$ cat src/rtl/video_rd_burst_gen_pkg.sv
// rtl/video_rd_burst_gen_pkg.sv - shared AXI constants, FSM states and clog2 helper
package video_rd_burst_gen_pkg;

  localparam logic [1:0] AXI_BURST_INCR = 2'b01;
  localparam logic [1:0] AXI_RESP_OKAY  = 2'b00;

  typedef enum logic [2:0] {
    ST_IDLE,
    ST_SETUP,
    ST_WAIT,
    ST_ADDR,
    ST_DRAIN,
    ST_DONE
  } state_t;

  function automatic int clog2(input int value);
    int r;
    r = 0;
    for (int i = 0; i < 31; i++) begin
      if ((1 << i) < value) r = i + 1;
    end
    return r;
  endfunction

endpackage

$ cat src/rtl/video_rd_burst_gen_inflight_cnt.sv
// rtl/video_rd_burst_gen_inflight_cnt.sv - outstanding AR and in-flight beat counters
module video_rd_burst_gen_inflight_cnt
  import video_rd_burst_gen_pkg::*;
#(
  parameter int MAX_OUTSTANDING = 4
) (
  input  logic        clk,
  input  logic        rst_n,
  input  logic        ar_fire,
  input  logic [15:0] ar_beats,
  input  logic        r_fire,
  input  logic        r_last,
  output logic [3:0]  out_tx,
  output logic [15:0] inflight_beats
);

  logic tx_dec;
  assign tx_dec = r_fire & r_last;

  always_ff @(posedge clk or negedge rst_n) begin
    if (!rst_n) begin
      out_tx         <= '0;
      inflight_beats <= '0;
    end else begin
      case ({ar_fire, tx_dec})
        2'b10:   out_tx <= out_tx + 4'd1;
        2'b01:   out_tx <= out_tx - 4'd1;
        default: out_tx <= out_tx;
      endcase
      // Increment and decrement land in the same cycle as a net change.
      inflight_beats <= inflight_beats + (ar_fire ? ar_beats : 16'd0) - (r_fire ? 16'd1 : 16'd0);
    end
  end

  a_tx_overflow: assert property (@(posedge clk) disable iff (!rst_n)
    !(ar_fire && !tx_dec && out_tx == 4'(MAX_OUTSTANDING)));
  a_tx_underflow: assert property (@(posedge clk) disable iff (!rst_n)
    !(tx_dec && !ar_fire && out_tx == 4'd0));
  a_beats_overflow: assert property (@(posedge clk) disable iff (!rst_n)
    !(ar_fire && ({1'b0, inflight_beats} + {1'b0, ar_beats}) > 17'h0FFFF));
  a_beats_underflow: assert property (@(posedge clk) disable iff (!rst_n)
    !(r_fire && !ar_fire && inflight_beats == 16'd0));

endmodule

$ cat src/rtl/video_rd_burst_gen.sv
// rtl/video_rd_burst_gen.sv - VDMA read-address engine: frame/line walk, AR burst split, credit limit
module video_rd_burst_gen
  import video_rd_burst_gen_pkg::*;
#(
  parameter int AXI_DATA_WIDTH  = 128,
  parameter int AXI_ADDR_WIDTH  = 32,
  parameter int MAX_BURST_LEN   = 16,
  parameter int MAX_OUTSTANDING = 4,
  parameter int FRAME_BUF_NUM   = 3,
  parameter int ARID            = 0,
  localparam int IW = clog2(FRAME_BUF_NUM)
) (
  input  logic                      i_clk,
  input  logic                      i_reset_n,
  input  logic                      i_enable,
  input  logic                      i_frame_start,
  input  logic [AXI_ADDR_WIDTH-1:0] i_base_addr,
  input  logic [AXI_ADDR_WIDTH-1:0] i_frame_size,
  input  logic [AXI_ADDR_WIDTH-1:0] i_line_stride,
  input  logic [15:0]               i_line_bytes,
  input  logic [15:0]               i_line_num,
  input  logic                      i_frame_mode,
  input  logic [IW-1:0]             i_wr_buf_idx,
  input  logic [15:0]               i_buf_free_beats,
  output logic                      m_axi_arvalid,
  input  logic                      m_axi_arready,
  output logic [AXI_ADDR_WIDTH-1:0] m_axi_araddr,
  output logic [7:0]                m_axi_arlen,
  output logic [2:0]                m_axi_arsize,
  output logic [1:0]                m_axi_arburst,
  output logic [3:0]                m_axi_arid,
  input  logic                      m_axi_rvalid,
  input  logic                      m_axi_rready,
  input  logic                      m_axi_rlast,
  input  logic [1:0]                m_axi_rresp,
  output logic [IW-1:0]             o_rd_buf_idx,
  output logic                      o_busy,
  output logic                      o_line_done,
  output logic                      o_frame_done,
  output logic                      o_start_err,
  output logic                      o_rresp_err
);

  localparam int AW  = AXI_ADDR_WIDTH;
  localparam int BPB = AXI_DATA_WIDTH / 8;
  localparam int BSH = clog2(BPB);

  state_t        state;
  logic          aborted;
  logic          mode_r;
  logic [AW-1:0] frame_base;
  logic [AW-1:0] stride_r;
  logic [AW-1:0] addr;
  logic [15:0]   line_num_r;
  logic [15:0]   bpl_r;
  logic [15:0]   line_cnt;
  logic [15:0]   beats_left;
  logic [15:0]   burst_beats;

  logic [3:0]    out_tx;
  logic [15:0]   inflight_beats;
  logic          ar_fire;
  logic          r_fire;

  logic [IW-1:0] rd_idx_next;
  logic [15:0]   line_idx;
  logic          line_last;
  logic [12:0]   room_bytes;
  logic [15:0]   room_beats;
  logic [15:0]   b_calc;
  logic          credit_ok;

  assign ar_fire = m_axi_arvalid & m_axi_arready;
  assign r_fire  = m_axi_rvalid & m_axi_rready;

  assign m_axi_arsize  = 3'(BSH);
  assign m_axi_arburst = AXI_BURST_INCR;
  assign m_axi_arid    = 4'(ARID);
  assign o_busy        = (state != ST_IDLE);

  always_comb begin
    rd_idx_next = (i_wr_buf_idx == '0) ? IW'(FRAME_BUF_NUM - 1) : i_wr_buf_idx - 1'b1;
    line_idx    = mode_r ? (line_num_r - 16'd1 - line_cnt) : line_cnt;
    line_last   = (line_cnt == line_num_r - 16'd1);
    // Bytes left before the next 4 KB page; a burst must not cross it.
    room_bytes  = 13'h1000 - {1'b0, addr[11:0]};
    room_beats  = 16'(room_bytes >> BSH);
    b_calc      = 16'(MAX_BURST_LEN);
    if (beats_left < b_calc) b_calc = beats_left;
    if (room_beats < b_calc) b_calc = room_beats;
    credit_ok   = ({1'b0, i_buf_free_beats} >= ({1'b0, inflight_beats} + {1'b0, b_calc}));
  end

  always_ff @(posedge i_clk or negedge i_reset_n) begin
    if (!i_reset_n) begin
      state         <= ST_IDLE;
      aborted       <= 1'b0;
      mode_r        <= 1'b0;
      frame_base    <= '0;
      stride_r      <= '0;
      addr          <= '0;
      line_num_r    <= '0;
      bpl_r         <= '0;
      line_cnt      <= '0;
      beats_left    <= '0;
      burst_beats   <= '0;
      m_axi_arvalid <= 1'b0;
      m_axi_araddr  <= '0;
      m_axi_arlen   <= '0;
      o_rd_buf_idx  <= '0;
      o_line_done   <= 1'b0;
      o_frame_done  <= 1'b0;
      o_start_err   <= 1'b0;
      o_rresp_err   <= 1'b0;
    end else begin
      o_line_done  <= 1'b0;
      o_frame_done <= 1'b0;
      if (r_fire && m_axi_rresp != AXI_RESP_OKAY) o_rresp_err <= 1'b1;
      if (i_frame_start && state != ST_IDLE) o_start_err <= 1'b1;

      case (state)
        ST_IDLE: begin
          if (i_frame_start && i_enable) begin
            mode_r       <= i_frame_mode;
            stride_r     <= i_line_stride;
            line_num_r   <= i_line_num;
            bpl_r        <= i_line_bytes >> BSH;
            o_rd_buf_idx <= rd_idx_next;
            frame_base   <= i_base_addr + AW'(rd_idx_next) * i_frame_size;
            line_cnt     <= '0;
            aborted      <= 1'b0;
            state        <= ST_SETUP;
          end
        end
        ST_SETUP: begin
          if (!i_enable) begin
            aborted <= 1'b1;
            state   <= ST_DRAIN;
          end else if (line_num_r == 16'd0 || bpl_r == 16'd0) begin
            o_frame_done <= 1'b1;
            state        <= ST_DONE;
          end else begin
            addr       <= frame_base + AW'(line_idx) * stride_r;
            beats_left <= bpl_r;
            state      <= ST_WAIT;
          end
        end
        ST_WAIT: begin
          if (!i_enable) begin
            aborted <= 1'b1;
            state   <= ST_DRAIN;
          end else if (out_tx < 4'(MAX_OUTSTANDING) && credit_ok) begin
            m_axi_arvalid <= 1'b1;
            m_axi_araddr  <= addr;
            m_axi_arlen   <= 8'(b_calc - 16'd1);
            burst_beats   <= b_calc;
            state         <= ST_ADDR;
          end
        end
        ST_ADDR: begin
          if (m_axi_arready) begin
            m_axi_arvalid <= 1'b0;
            addr          <= addr + (AW'(burst_beats) << BSH);
            beats_left    <= beats_left - burst_beats;
            if (beats_left == burst_beats) begin
              o_line_done <= 1'b1;
              if (line_last) begin
                state <= ST_DRAIN;
              end else begin
                line_cnt <= line_cnt + 16'd1;
                state    <= ST_SETUP;
              end
            end else begin
              state <= ST_WAIT;
            end
            // An abort only takes effect once the pending AR has been accepted.
            if (!i_enable) begin
              aborted <= 1'b1;
              state   <= ST_DRAIN;
            end
          end
        end
        ST_DRAIN: begin
          if (out_tx == 4'd0) begin
            if (aborted) begin
              state <= ST_IDLE;
            end else begin
              o_frame_done <= 1'b1;
              state        <= ST_DONE;
            end
          end
        end
        ST_DONE: state <= ST_IDLE;
        default: state <= ST_IDLE;
      endcase
    end
  end

  video_rd_burst_gen_inflight_cnt #(
    .MAX_OUTSTANDING(MAX_OUTSTANDING)
  ) u_inflight_cnt (
    .clk            (i_clk),
    .rst_n          (i_reset_n),
    .ar_fire        (ar_fire),
    .ar_beats       (burst_beats),
    .r_fire         (r_fire),
    .r_last         (m_axi_rlast),
    .out_tx         (out_tx),
    .inflight_beats (inflight_beats)
  );

endmodule

$ cat config.mk
export PLATFORM = sky130hd
export DESIGN_NAME = video_rd_burst_gen
export DESIGN_NICKNAME = d
export VERILOG_FILES = /design/src/rtl/video_rd_burst_gen_pkg.sv /design/src/rtl/video_rd_burst_gen_inflight_cnt.sv /design/src/rtl/video_rd_burst_gen.sv
export SDC_FILE = /design/constraint.sdc
export NUM_CORES = 2
export LEC_CHECK = 0
export CORE_MARGIN = 10
export CORE_UTILIZATION = 25
export DETAILED_ROUTE_END_ITERATION = 8
export SKIP_CTS_REPAIR_TIMING = 1
export SLEW_MARGIN = 20
export SYNTH_ARGS = -nofsm -noshare
export SYNTH_HDL_FRONTEND = slang
export SYNTH_SLANG_ARGS = --single-unit
$ cat constraint.sdc
create_clock -name i_clk -period 20.4 [get_ports i_clk]
set_input_delay 2.04 -clock i_clk [delete_from_list [all_inputs] [get_ports i_clk]]
set_output_delay 2.04 -clock i_clk [all_outputs]
set_load 0.01 [all_outputs]
# After elaboration in Yosys (flattened, before gate mapping)

Cells that the tools add are included.

Bits in registers: 244
Output and inout port bits: 57
Word-level logic and storage cells: 136

Add/subtract/negate cells: 15
$mul: 2
$lt $le $gt $ge: 4
Equality and inequality tests: 18
Multiplexer cells: 48
Bitwise gates (word level): 3
Reductions and logical operators: 25

Operator list:

| kind                   | count |
|---|---|
| $mux 16                | 11 |
| $mux 32                | 3 |
| $add 32x32->32         | 2 |
| $pmux 16 s2            | 2 |
| $pmux 32 s2            | 1 |
| $sub 16x16->16         | 3 |
| $mux 3                 | 11 |
| $add 32x20->32         | 1 |
| $eq 16x16->1           | 2 |
| $logic_not 16->1       | 2 |
| $mul 16x32->32         | 1 |
| $mul 2x32->32          | 1 |
| $ne 2x2->1 const B     | 9 |
| $add 16x16->17         | 1 |
| $ge 16x17->1           | 1 |
| $add 16x1->16 const B  | 1 |
| $add 16x16->16         | 1 |
| $lt 16x5->1 const B    | 1 |
| $lt 9x16->1            | 1 |
| $sub 16x1->16 const B  | 1 |
| $pmux 3 s5             | 1 |
| $mux 1                 | 14 |
| $sub 13x12->13 const A | 1 |
| $reduce_and 4->1       | 3 |
| 27 further kinds       | 40 |

# Longest topological paths before layout

Word-level depth: 10
Mapped depth: 41
Gate-level depth less buffers: 38

# Hierarchy

A second synthesis with hierarchy kept.

Cells, all modules: 3,596
Area, all modules: 30,088.9 µm²

By module, submodules not included:

| module                          | instances | cells an instance | area an instance (µm²) | seq. area each (µm²) |
|---|---|---|---|---|
| video_rd_burst_gen              | 1         | 3,373             | 28,173.3               | 5,605.4 |
| video_rd_burst_gen_inflight_cnt | 1         | 223               | 1,915.6                | 500.5 |

# Least setup slack after synthesis

Ideal clock, no wire load.

Path kind: reg2reg
Start: register line_num_r[2]
End: register addr[31]
Library setup time: 0.138 ns
Arrival: 8.192 ns
Required time: 20.262 ns
Path slack: 12.070 ns
Stages on the path, launching flop included: 34
Period minus slack after synthesis: 8.330 ns
Cell sequence: dfrtp_1 -> nor2_1 -> nand4b_1 -> or3_1 -> o31ai_1 -> nand2_1 -> ha_1 -> nand2_1 -> a211oi_1 -> o31a_1 -> o21a_1 -> o211a_1 -> a211o_1 -> clkbuf_1 -> and2_1 -> fa_1 -> inv_1 -> fa_1 -> fa_1 -> fa_1 -> fa_1 -> fa_1 -> xnor2_1 -> xnor2_1 -> xnor2_1 -> xnor2_1 -> xnor2_1 -> xnor3_1 -> xor2_1 -> xnor2_1 -> xnor3_1 -> nor4bb_1 -> o21ai_1 -> o211ai_1

Cells in the longest elaborated chain, start to end: 8
Elaborated cells on any way between the ends: 12
Those cells by class: 3 x add/sub; 1 x mul; 1 x eq/ne; 4 x mux; 3 x reduce/logical

RTL lines:

| item                   | RTL line                  | RTL |
|---|---|---|
| from (decl)            | video_rd_burst_gen.sv:54  | `logic [15:0] line_num_r;` |
| from (signal assigned) | video_rd_burst_gen.sv:126 | `line_num_r <= i_line_num;` |
| $sub 16x1->16          | video_rd_burst_gen.sv:83  | `line_idx = mode_r ? (line_num_r - 16'd1 - line_cnt) : line_cnt;` |
| $sub 16x16->16         | video_rd_burst_gen.sv:83  |  |
| $mux 16                | video_rd_burst_gen.sv:83  |  |
| $mul 16x32->32         | video_rd_burst_gen.sv:143 | `addr <= frame_base + AW'(line_idx) * stride_r;` |
| $add 32x32->32         | video_rd_burst_gen.sv:143 |  |
| $mux 32                | video_rd_burst_gen.sv:139 | `end else if (line_num_r == 16'd0 \|\| bpl_r == 16'd0) begin` |
| $mux 32                | video_rd_burst_gen.sv:136 | `if (!i_enable) begin` |
| $pmux 32 s2            | video_rd_burst_gen.sv:121 | `case (state)` |
| to (signal assigned)   | video_rd_burst_gen.sv:143 |  |
| to (signal assigned)   | video_rd_burst_gen.sv:163 | `addr <= addr + (AW'(burst_beats) << BSH);` |
| to (decl)              | video_rd_burst_gen.sv:53  | `logic [AW-1:0] addr;` |

Several ways; a longest one is shown, not always the timed one. The select of a mux whose other input is x is not followed.
A chain may end at the register's enable or synchronous reset.

# Worst setup path after layout

Same ends and word-level chain as after synthesis.

==> results.json <==
{
  "run_status": "finished clean",
  "drt-pass1-iter-count": 6,
  "synth_edf_count": 0,
  "ys.flop_type": "sky130_fd_sc_hd__dfrtp_1",
  "antenna_found_initial": 6,
  "endpoint_kind": "flop",
  "fmax_mhz": 101,
  "cp_top_family": "adder cells",
  "post_synth.cell_area_avg_um2": 8.34,
  "fin_tns_setup_ns": 0,
  "muxShareOfSynthArea_pct": 1.85,
  "holdPathStages": 1,
  "adder_and_majority_gate_portion_of_the_synthesized_area_pct": 34.2,
  "drive_above_1_share_pct": 3.61,
  "drtAntennaViolNets": 0,
  "clock_path_buffers": 3,
  "route.vias.total": 23600,
  "boundaryPins": 214,
  "worstRegToRegCells": 34,
  "fp.dieH_um": 366,
  "timing.critical_path.slowest_cell_delay_ns": 0.54,
  "compound_gate_fraction_of_synth_area_pct": 10.1,
  "grt_pass1_vias": 24600,
  "setup_viol": 0,
  "yosys.area_share.simple_pct": 17.5,
  "viasPerCell": 4.42,
  "bufs_and_invs_on_worst_path": 3,
  "cts_inserted_buffers": 31,
  "timing.clock.skew_ns": 0.0292,
  "finalNetCount": 4468,
  "min-delay-path-class": "flop to flop",
  "cts_tree": "done",
  "final.min_clock_period_ns": 9.90,
  "critical_path.slowest_cell": "sky130_fd_sc_hd__nor4_1",
  "numPortBuffers": 200,
  "crit_cells": 34,
  "dieArea_mm2": 0.134,
  "worst_slew_pin_slew_ns": 1.09,
  "hold_viol_final": 0,
  "timing.critical_path.required_ns": 20.85,
  "antenna-diode-count": 0,
  "detailedRoute.firstIterationViolations": 1399,
  "synthesis.instances": 3584,
  "path_common_cell": "sky130_fd_sc_hd__fa_1",
  "drv_cap": 0,
  "num_rows": 126,
  "grt_use_total_pct": 12.3,
  "synth_warnings": 0,
  "cts-htree-levels": 1,
  "synth-seq-area-share_pct": 20.4,
  "core_region_area_mm2": 0.118,
  "slew_violations": 0,
  "final_min_period_over_clock_period_pct": 48.5,
  "synth_top_family_by_area": "adder cells",
  "fill_cells": 12600,
  "synthArstFlopShare_pct": 100,
  "xor_xnor_portion_of_the_synthesized_cell_area_pct": 5.05,
  "worst_skew_pair.late_latency_ns": 0.62,
  "overflow_left_after_global_routing": 0,
  "clock_tree.root_cell": "sky130_fd_sc_hd__clkbuf_16",
  "timing_worst_setup_path_type": "flop to flop",
  "worstPathMaxFanout": 17,
  "wire_per_inst_um": 15.6,
  "dpl.hpwl_um": 66500,
  "floorplan.initialDensity_pct": 25.2,
  "timing.critical_path.from_type": "flop",
  "worst_slew_margin_rel_pct": 27.4,
  "gp_congestion": 0.867,
  "drt-total-wl_um": 83200,
  "area.growth.synth_to_final_pct": 16.3,
  "synth_seq_cells": 244,
  "yosys.cell_types.count": 79,
  "timing.critical_path.arrival_ns": 10.36,
  "synthesis.area_mm2": 0.0299,
  "clkSlewWorstSetupHoldPaths_ns": 0.06,
  "chipWidth_um": 366,
  "clock_sinks": 244,
  "grt_first_pass_wirelength_um": 135000,
  "grt_max_degree": 77,
  "rsz0062_at_grt": "no",
  "remaining_drc_errors": 0
}
[layer usage]
metal | vias to the layer above | GRT usage, % | part of all wire [%]
met3 | 95 | 2.17 | 5.9
met4 | 10 | 2.08 | 1.7
met1 | 11500 | 16.5 | 46
met5 | - | 0 | 0.079
li1 | 11400 | - | -
met2 | 608 | 20.7 | 46
[placed cells by master, fill, tap and decap left out, drive strengths merged, types with 15 or more instances in the layout]
master / instances
a21boi: 18
a21o: 46
a21oi: 125
a31oi: 22
and2: 97
and3: 15
buf: 29
clkbuf: 39
clkdlybuf4s50: 199
conb: 20
dfrtp: 244
fa: 371
ha: 223
inv: 715
mux2: 36
nand2: 714
nand2b: 26
nand3: 48
nor2: 135
nor2b: 49
nor3: 37
nor4: 16
o21a: 19
o21ai: 157
o21bai: 18
xnor2: 110
xor2: 53
[final timing paths]
check	startpoint	to	slack [ns]
worst min register to register	o_start_err	o_start_err	0.46
worst min-delay path	o_start_err	o_start_err	0.46
worst max-delay path	line_num_r[2]	addr[31]	10.50
worst max register to register	line_num_r[2]	addr[31]	10.50
min in group asynchronous	i_reset_n	o_rresp_err	1.38
max in group asynchronous	i_reset_n	frame_base[21]	16.98
[registers in the layout (all words and copies together), names as in the netlist, 2 cells and up]
register	count
addr	32
u_inflight_cnt.out_tx	4
m_axi_araddr	32
frame_base	32
stride_r	32
line_num_r	16
o_rd_buf_idx	2
m_axi_arlen	8
beats_left	16
burst_beats	16
line_cnt	16
state	3
bpl_r	12
u_inflight_cnt.inflight_beats	16
[logic make-up (layout without fill, tap and decap cells)]
| kind of cell | after synthesis | count (layout) |
|---|---|---|
| other | 2 | 20 |
| XOR/XNOR | 166 | 166 |
| AND/OR/NAND/NOR | 1183 | 1183 |
| multiplexers | 49 | 49 |
| AO/OA/AOI/OAI | 488 | 488 |
| adder cells (fa/ha/maj) | 594 | 594 |
| buffers and inverters | 858 | 997 |
| flip-flops | 244 | 244 |
[stage by stage]
step	utilization [%]	instances	area, µm²	worst slack (ns)	hold slack (ns)
after detailed placement	28.4	5283	33600	10.50	0.451
after floorplan	-	3602	30000	12.07	0.446
final	29.4	5341	34800	10.50	0.462
after global placement	28.4	5283	33600	10.64	0.444
after global routing	29.4	5341	34800	9.62	0.498
after CTS	29.4	5340	34800	10.46	0.467
[final cells by class]
cell class | instances | area [µm²] | area share [%]
Inverter | 712 | 2670 | 7.69
Multi-Input combinational cell | 2500 | 20700 | 59.4
Clock buffer | 39 | 856 | 2.46
Tap cell | 1600 | 2000 | 5.76
Sequential cell | 244 | 6110 | 17.6
Timing Repair Buffer | 228 | 2220 | 6.40
Clock inverter | 18 | 255 | 0.734
[Yosys cell counts, types with 11 or more instances]
cell type | number | area, µm²
sky130_fd_sc_hd__fa_1 | 371 | 7430
sky130_fd_sc_hd__ha_1 | 223 | 2790
sky130_fd_sc_hd__a21o_1 | 46 | 345
sky130_fd_sc_hd__a21boi_0 | 15 | 113
sky130_fd_sc_hd__and2_1 | 97 | 607
sky130_fd_sc_hd__xor2_1 | 52 | 455
sky130_fd_sc_hd__buf_1 | 14 | 52.6
sky130_fd_sc_hd__xnor2_1 | 109 | 955
sky130_fd_sc_hd__inv_1 | 710 | 2670
sky130_fd_sc_hd__o21bai_1 | 18 | 135
sky130_fd_sc_hd__mux2_1 | 11 | 124
sky130_fd_sc_hd__nor2b_1 | 49 | 307
sky130_fd_sc_hd__a21oi_1 | 123 | 616
sky130_fd_sc_hd__mux2_2 | 25 | 282
sky130_fd_sc_hd__nand4_1 | 13 | 81.3
sky130_fd_sc_hd__nand2b_1 | 26 | 163
sky130_fd_sc_hd__nor3_1 | 37 | 185
sky130_fd_sc_hd__dfrtp_1 | 244 | 6110
sky130_fd_sc_hd__mux2i_1 | 11 | 110
sky130_fd_sc_hd__nor2_1 | 135 | 507
sky130_fd_sc_hd__a31oi_1 | 22 | 138
sky130_fd_sc_hd__and3_1 | 15 | 93.8
sky130_fd_sc_hd__nand2_1 | 713 | 2680
sky130_fd_sc_hd__o21ai_0 | 147 | 736
sky130_fd_sc_hd__nor4_1 | 15 | 93.8
sky130_fd_sc_hd__nand3_1 | 48 | 240
sky130_fd_sc_hd__o21a_1 | 19 | 143
sky130_fd_sc_hd__clkbuf_1 | 116 | 435
Power is not shown: default switching activity piles up to over one toggle a cycle in this logic, so the estimate is an artifact.
